File: config.mk
export PLATFORM = sky130hd
export DESIGN_NAME = register_file_2r1w
export DESIGN_NICKNAME = d
export VERILOG_FILES = /design/src/rtl/register_file_pkg.sv /design/src/rtl/register_file_read_port.sv /design/src/rtl/register_file_2r1w.sv
export SDC_FILE = /design/constraint.sdc
export NUM_CORES = 1
export LEC_CHECK = 0
export CAP_MARGIN = 20
export CELL_PAD_IN_SITES_DETAIL_PLACEMENT = 0
export CELL_PAD_IN_SITES_GLOBAL_PLACEMENT = 2
export CORE_AREA = 2 2 152 154
export CTS_BUF_LIST = sky130_fd_sc_hd__clkbuf_16
export DETAILED_ROUTE_END_ITERATION = 6
export DIE_AREA = 0 0 154 156
export PLACE_DENSITY = 0.76
export SLEW_MARGIN = 20
export SYNTH_ARGS = -nofsm -noshare
export SYNTH_HDL_FRONTEND = slang
export SYNTH_SLANG_ARGS = --single-unit
File: constraint.sdc
create_clock -name clock -period 2.35 [get_ports clock]
set_input_delay 0.47 -clock clock [delete_from_list [all_inputs] [get_ports clock]]
set_output_delay 0.47 -clock clock [all_outputs]
set_load 0.02 [all_outputs]
File: src/rtl/register_file_pkg.sv
// Shared types and default parameters for the 2-read/1-write register file.
package register_file_pkg;

    typedef enum logic {
        IDLE  = 1'b0,
        CLEAR = 1'b1
    } rf_state_t;

    localparam int unsigned DEFAULT_DATA_WIDTH = 8;
    localparam int unsigned DEFAULT_DEPTH      = 16;
    localparam int unsigned DEFAULT_BYPASS     = 1;

endpackage

File: src/rtl/register_file_read_port.sv
// One registered read port: range check, write-forwarding mux, data/valid registers.
module register_file_read_port
    import register_file_pkg::*;
#(
    parameter int unsigned DATA_WIDTH = DEFAULT_DATA_WIDTH,
    parameter int unsigned DEPTH      = DEFAULT_DEPTH,
    parameter int unsigned ADDR_WIDTH = $clog2(DEPTH),
    parameter int unsigned BYPASS     = DEFAULT_BYPASS
) (
    input  logic                  clock,
    input  logic                  reset_n,
    input  logic                  accept,
    input  logic                  rd_en,
    input  logic [ADDR_WIDTH-1:0] rd_addr,
    input  logic [DATA_WIDTH-1:0] entry_data,
    input  logic                  wr_fire,
    input  logic [ADDR_WIDTH-1:0] wr_addr,
    input  logic [DATA_WIDTH-1:0] wr_data,
    output logic [DATA_WIDTH-1:0] rd_data,
    output logic                  rd_valid,
    output logic                  rd_err
);

    localparam logic [ADDR_WIDTH:0] DEPTH_W = (ADDR_WIDTH+1)'(DEPTH);

    logic                  in_range;
    logic                  forward;
    logic                  fire;
    logic [DATA_WIDTH-1:0] next_data;

    assign in_range = ({1'b0, rd_addr} < DEPTH_W);
    assign fire     = accept && rd_en;
    assign rd_err   = fire && !in_range;
    // wr_fire is already qualified by range and FSM state in the top level
    assign forward  = (BYPASS != 0) && wr_fire && (wr_addr == rd_addr);

    always_comb begin
        next_data = entry_data;
        if (!in_range) begin
            next_data = '0;
        end else if (forward) begin
            next_data = wr_data;
        end
    end

    always_ff @(posedge clock or negedge reset_n) begin
        if (!reset_n) begin
            rd_data  <= '0;
            rd_valid <= 1'b0;
        end else begin
            rd_valid <= fire;
            if (fire) begin
                rd_data <= next_data;
            end
        end
    end

endmodule

File: src/rtl/register_file_2r1w.sv
// DEPTH x DATA_WIDTH register file: two registered read ports, one write port,
// and a one-entry-per-cycle sweep clear engine.
module register_file_2r1w
    import register_file_pkg::*;
#(
    parameter int unsigned DATA_WIDTH = DEFAULT_DATA_WIDTH,
    parameter int unsigned DEPTH      = DEFAULT_DEPTH,
    parameter int unsigned ADDR_WIDTH = $clog2(DEPTH),
    parameter int unsigned BYPASS     = DEFAULT_BYPASS
) (
    input  logic                  clock,
    input  logic                  reset_n,
    input  logic                  clear_req,
    output logic                  busy,
    input  logic                  wr_en,
    input  logic [ADDR_WIDTH-1:0] wr_addr,
    input  logic [DATA_WIDTH-1:0] wr_data,
    input  logic                  rd0_en,
    input  logic [ADDR_WIDTH-1:0] rd0_addr,
    output logic [DATA_WIDTH-1:0] rd0_data,
    output logic                  rd0_valid,
    input  logic                  rd1_en,
    input  logic [ADDR_WIDTH-1:0] rd1_addr,
    output logic [DATA_WIDTH-1:0] rd1_data,
    output logic                  rd1_valid,
    output logic                  addr_err
);

    localparam logic [ADDR_WIDTH:0]   DEPTH_W  = (ADDR_WIDTH+1)'(DEPTH);
    localparam logic [ADDR_WIDTH-1:0] LAST_PTR = ADDR_WIDTH'(DEPTH - 1);

    rf_state_t             state, state_next;
    logic [ADDR_WIDTH-1:0] ptr, ptr_next;
    logic [DATA_WIDTH-1:0] mem [DEPTH];

    logic                  idle;
    logic                  clearing;
    logic                  wr_in_range;
    logic                  wr_fire;
    logic [DATA_WIDTH-1:0] rd0_word, rd1_word;
    logic                  rd0_err, rd1_err;

    assign idle        = (state == IDLE);
    assign clearing    = (state == CLEAR);
    assign busy        = clearing;
    assign wr_in_range = ({1'b0, wr_addr} < DEPTH_W);
    assign wr_fire     = idle && wr_en && wr_in_range;

    always_ff @(posedge clock or negedge reset_n) begin
        if (!reset_n) begin
            state <= IDLE;
            ptr   <= '0;
        end else begin
            state <= state_next;
            ptr   <= ptr_next;
        end
    end

    always_comb begin
        state_next = state;
        ptr_next   = ptr;
        case (state)
            IDLE: begin
                if (clear_req) begin
                    state_next = CLEAR;
                    ptr_next   = '0;
                end
            end
            CLEAR: begin
                ptr_next = ptr + ADDR_WIDTH'(1);
                if (ptr == LAST_PTR) begin
                    state_next = IDLE;
                    ptr_next   = '0;
                end
            end
            default: begin
                state_next = IDLE;
                ptr_next   = '0;
            end
        endcase
    end

    always_ff @(posedge clock or negedge reset_n) begin
        if (!reset_n) begin
            for (int unsigned i = 0; i < DEPTH; i++) begin
                mem[i] <= '0;
            end
        end else begin
            for (int unsigned i = 0; i < DEPTH; i++) begin
                if (clearing && (ptr == ADDR_WIDTH'(i))) begin
                    mem[i] <= '0;
                end else if (wr_fire && (wr_addr == ADDR_WIDTH'(i))) begin
                    mem[i] <= wr_data;
                end
            end
        end
    end

    // Decoded select so an out-of-range address never indexes the array
    always_comb begin
        rd0_word = '0;
        rd1_word = '0;
        for (int unsigned i = 0; i < DEPTH; i++) begin
            if (rd0_addr == ADDR_WIDTH'(i)) rd0_word = mem[i];
            if (rd1_addr == ADDR_WIDTH'(i)) rd1_word = mem[i];
        end
    end

    register_file_read_port #(
        .DATA_WIDTH(DATA_WIDTH),
        .DEPTH     (DEPTH),
        .ADDR_WIDTH(ADDR_WIDTH),
        .BYPASS    (BYPASS)
    ) u_rd0 (
        .clock     (clock),
        .reset_n   (reset_n),
        .accept    (idle),
        .rd_en     (rd0_en),
        .rd_addr   (rd0_addr),
        .entry_data(rd0_word),
        .wr_fire   (wr_fire),
        .wr_addr   (wr_addr),
        .wr_data   (wr_data),
        .rd_data   (rd0_data),
        .rd_valid  (rd0_valid),
        .rd_err    (rd0_err)
    );

    register_file_read_port #(
        .DATA_WIDTH(DATA_WIDTH),
        .DEPTH     (DEPTH),
        .ADDR_WIDTH(ADDR_WIDTH),
        .BYPASS    (BYPASS)
    ) u_rd1 (
        .clock     (clock),
        .reset_n   (reset_n),
        .accept    (idle),
        .rd_en     (rd1_en),
        .rd_addr   (rd1_addr),
        .entry_data(rd1_word),
        .wr_fire   (wr_fire),
        .wr_addr   (wr_addr),
        .wr_data   (wr_data),
        .rd_data   (rd1_data),
        .rd_valid  (rd1_valid),
        .rd_err    (rd1_err)
    );

    always_ff @(posedge clock or negedge reset_n) begin
        if (!reset_n) begin
            addr_err <= 1'b0;
        end else begin
            addr_err <= idle && ((wr_en && !wr_in_range) || rd0_err || rd1_err);
        end
    end

endmodule

==> key figures <==
Final layout
  • Antenna Diode Count: 0
  • Non-Filler Instances: 1,267
  • Area growth from synthesis to layout: 25.6%
  • Sequential cell area in the final layout: 3780 um2
  • # fillers: 2,013
  • Area of the multi-input gates: 4600 um2
  • Layout cells sized above 1: 23.2%
  • Number of nets in the layout: 999

Die
  • Floorplan die area: 24,000 um2
  • Core Area: 22,400 um2
  • Starting density of the core: 39.3%
  • Die width: 154 um
  • Number of top-level pins: 46
  • Num rows: 55
  • Die extent in y: 156 um

Critical path
  • Type of the worst setup path: in -> reg
  • Crit Path Max Fanout: 17
  • Data arrival time of the critical path: 2.46 ns
  • Cell count of the worst reg-to-reg path: 8
  • Type of destination of the critical path: flop
  • Sort of element at the start of the critical path: input port
  • Required time at the worst-slack endpoint: 2.64 ns

Logic synthesis
  • Sequential element share of the synthesized area: 43.0%
  • Synthesized instance count: 844
  • Post-synthesis sequential element count: 151
  • Cell with the most instances after synthesis: dfrtp_1
  • Most area-hungry cell type in the Yosys netlist: dfrtp_1
  • Fraction of registers with async set/reset: 100%
  • Mean post-synth cell area: 10.4 um2
  • Syn Nets: 874
  • Cell area after synthesis: 8790 um2
  • Number of enable flip-flop cells after synthesis: 0
  • Ranking of synthesized cells by instance count: dfrtp_1 (151), a22o_1 (117), mux2i_1 (50)
  • Count of yosys warnings during synthesis: 0
  • Post-synthesis cell type count: 73
  • Most used flip-flop cell after synthesis: dfrtp_1
  • Leading cell types by total area after synthesis: dfrtp_1 (43%), a22o_1 (12%), mux2i_1 (5.7%), mux4_2 (5.4%), o21ai_0 (2.6%)
  • Area share of the largest cell type after synthesis: 43.0%

Routing
  • Drt wl/cell: 27.1 um
  • Aggregate routed wire length: 34,400 um
  • Detail Route Antenna Nets: 0
  • DRC violations left: 0
  • Detailed-route via count: 8,072
  • Number of search-and-repair iterations in the first detailed-routing pass: 5
  • Drt via density: 6.37
  • Detailed router's first-iteration violation count: 740

Timing
  • Highest clock frequency the design can meet: 461 MHz
  • Worst relative slew slack: 40.9%
  • Final critical delay including setup and external delays: 2.17 ns
  • RSZ-0062 raised after global routing: false
  • Final hold vios: 0
  • Pin slew with the least headroom to its limit: 0.882 ns
  • Aggregate negative setup slack: 0 ns
  • Final setup vio count: 0
  • Clock skew: 0.00921 ns
  • Share of the clock period used by the worst path: 92.3%
  • Max-slew violation count: 0

GRT
  • Gr usage total: 29.5%
  • Wire length of the first global-routing pass: 52,500 um
  • Overall overflow remaining after global route: 0
  • Pin count of the biggest net entering global routing: 68
  • Number of global-route vias before repair: 8,014
  • Antenna violations before repair: 0

Flow run
  • Max_cap viols: 0

Pwr
  • Leakage dissipation: 0.00485 uW
  • Power per standard cell area: 805 nW/um2
  • Maximum ir drop on the vdd rail: 402 uV

Clocking
  • Clk Latency, worst-skew pair: 0.43 ns
  • CTS H-tree lvls: 4
  • TritonCTS Buffers: 17
  • CTS tree: yes
  • Clock edge transition at the registers on the reported setup and hold paths: 0.07 ns
  • Worst-case clock buffer depth: 2
  • CTS root buffer: clkbuf_16
  • Clock sinks: 151

Hold path
  • Class of the worst hold path: reg -> reg
  • Worst Hold Path Cells: 2

Status
  • Run status: completed

Placed design
  • Final RePlAce weighted congestion: 0.928
  • Post-placement cell count: 1,234
  • Input/output buffers: 44
  • Post-detail-place hpwl: 25,800 um
-- where the power goes --
part / switching (uW) / leakage [uW] / internal, uW / total (uW)
combinational: 1450 / 0.00251 / 1190 / 2650
sequential: 483 / 0.00207 / 3080 / 3560
clock: 1290 / 0.000268 / 1390 / 2680
total: 3230 / 0.00485 / 5660 / 8890
-- flip-flops by register name, indices dropped and copies added (netlist names) --
signal	count
mem	128
u_rd0.rd_data	8
u_rd1.rd_data	8
ptr	4
busy	1
u_rd0.rd_valid	1
u_rd1.rd_valid	1
-- per-stage QoR --
step	setup WS (ns)	hold WS [ns]	util (%)	total power (uW)	cell area (um2)
2_1_floorplan	0.437	0.174	-	4970	8790
3_3_place_gp	-0.287	0.434	46.8	6160	10500
3_5_place_dp	-0.362	0.438	46.8	6210	10500
4_1_cts	0.0621	0.508	49.4	8890	11000
5_1_grt	0.100	0.543	49.4	9280	11000
6_report	0.181	0.503	49.4	8890	11000
-- critical path: stages --
cell	delay, ns
clkdlybuf4s50_1	0.44
buf_12	0.18
or2_2	0.37
o31ai_1	0.23
a21oi_1	0.07
a211oi_1	0.39
buf_4	0.19
o221ai_1	0.12
-- layout by cell type (no fill, tap or decap), types with 5 or more instances in the layout --
cell / count
dfrtp_1: 151
buf_4: 122
a22o_1: 117
mux2i_1: 50
nand2_1: 49
o21ai_0: 45
a21oi_1: 42
clkdlybuf4s50_1: 39
nor2_1: 32
nor2b_1: 23
a31oi_1: 22
mux4_2: 21
nand2b_1: 18
buf_12: 18
nand3_1: 17
clkbuf_16: 17
o221ai_1: 14
nor3_1: 11
inv_1: 9
and3_1: 8
mux2_2: 7
o31ai_1: 7
inv_6: 7
a211oi_1: 6
nand3b_1: 5
nor2_2: 5
o32ai_1: 5
xor2_1: 5
o211ai_1: 5
-- final timing paths --
kind | from | to | slack (ns)
min in group asynchronous | reset_n | mem[57] | 0.54
worst max-delay path | rd1_addr[2] | u_rd1.rd_data[0] | 0.18
worst min register to register | u_rd0.rd_data[5] | u_rd0.rd_data[5] | 0.50
worst max register to register | busy | u_rd1.rd_data[4] | 0.39
worst min-delay path | u_rd0.rd_data[5] | u_rd0.rd_data[5] | 0.50
max in group asynchronous | reset_n | mem[64] | 1.09
-- cell families after synthesis --
kind of cell / Yosys count / share of synthesized area (%)
compound gates: 310 / 26.2
simple gates: 201 / 12.6
buf+inv: 90 / 4.75
fa+ha+maj: 4 / 0.569
xor+xnor: 9 / 0.897
mux: 78 / 12.0
other cells: 1 / 0.0427
flops: 151 / 43.0
-- area by class of cell --
class / instances / share of cell area [%]
Clock buffer: 17 / 3.85
Clock inverter: 15 / 1.21
Inverter: 11 / 0.374
Multi-Input combinational cell: 603 / 41.7
Sequential cell: 151 / 34.2
Tap cell: 285 / 3.23
Timing Repair Buffer: 185 / 15.5
-- per-layer routing --
metal  global-route usage, %  routed length [um]
met1                    40.9               15000
met2                    46.8               15800
met3                    5.31                2510
met4                    9.88                1100
met5                       0                   0
-- what timing repair did --
| action | in CTS | in global routing |
|---|---|---|
| endpoints found under the setup margin | 0 | 1 |
| hold buffers | 1 | 0 |
| hold endpoints to repair | 43 | 0 |
| resized for setup | 0 | 2 |
| setup buffers | 0 | 0 |
No activity file was read; power rests on OpenSTA's default activity.
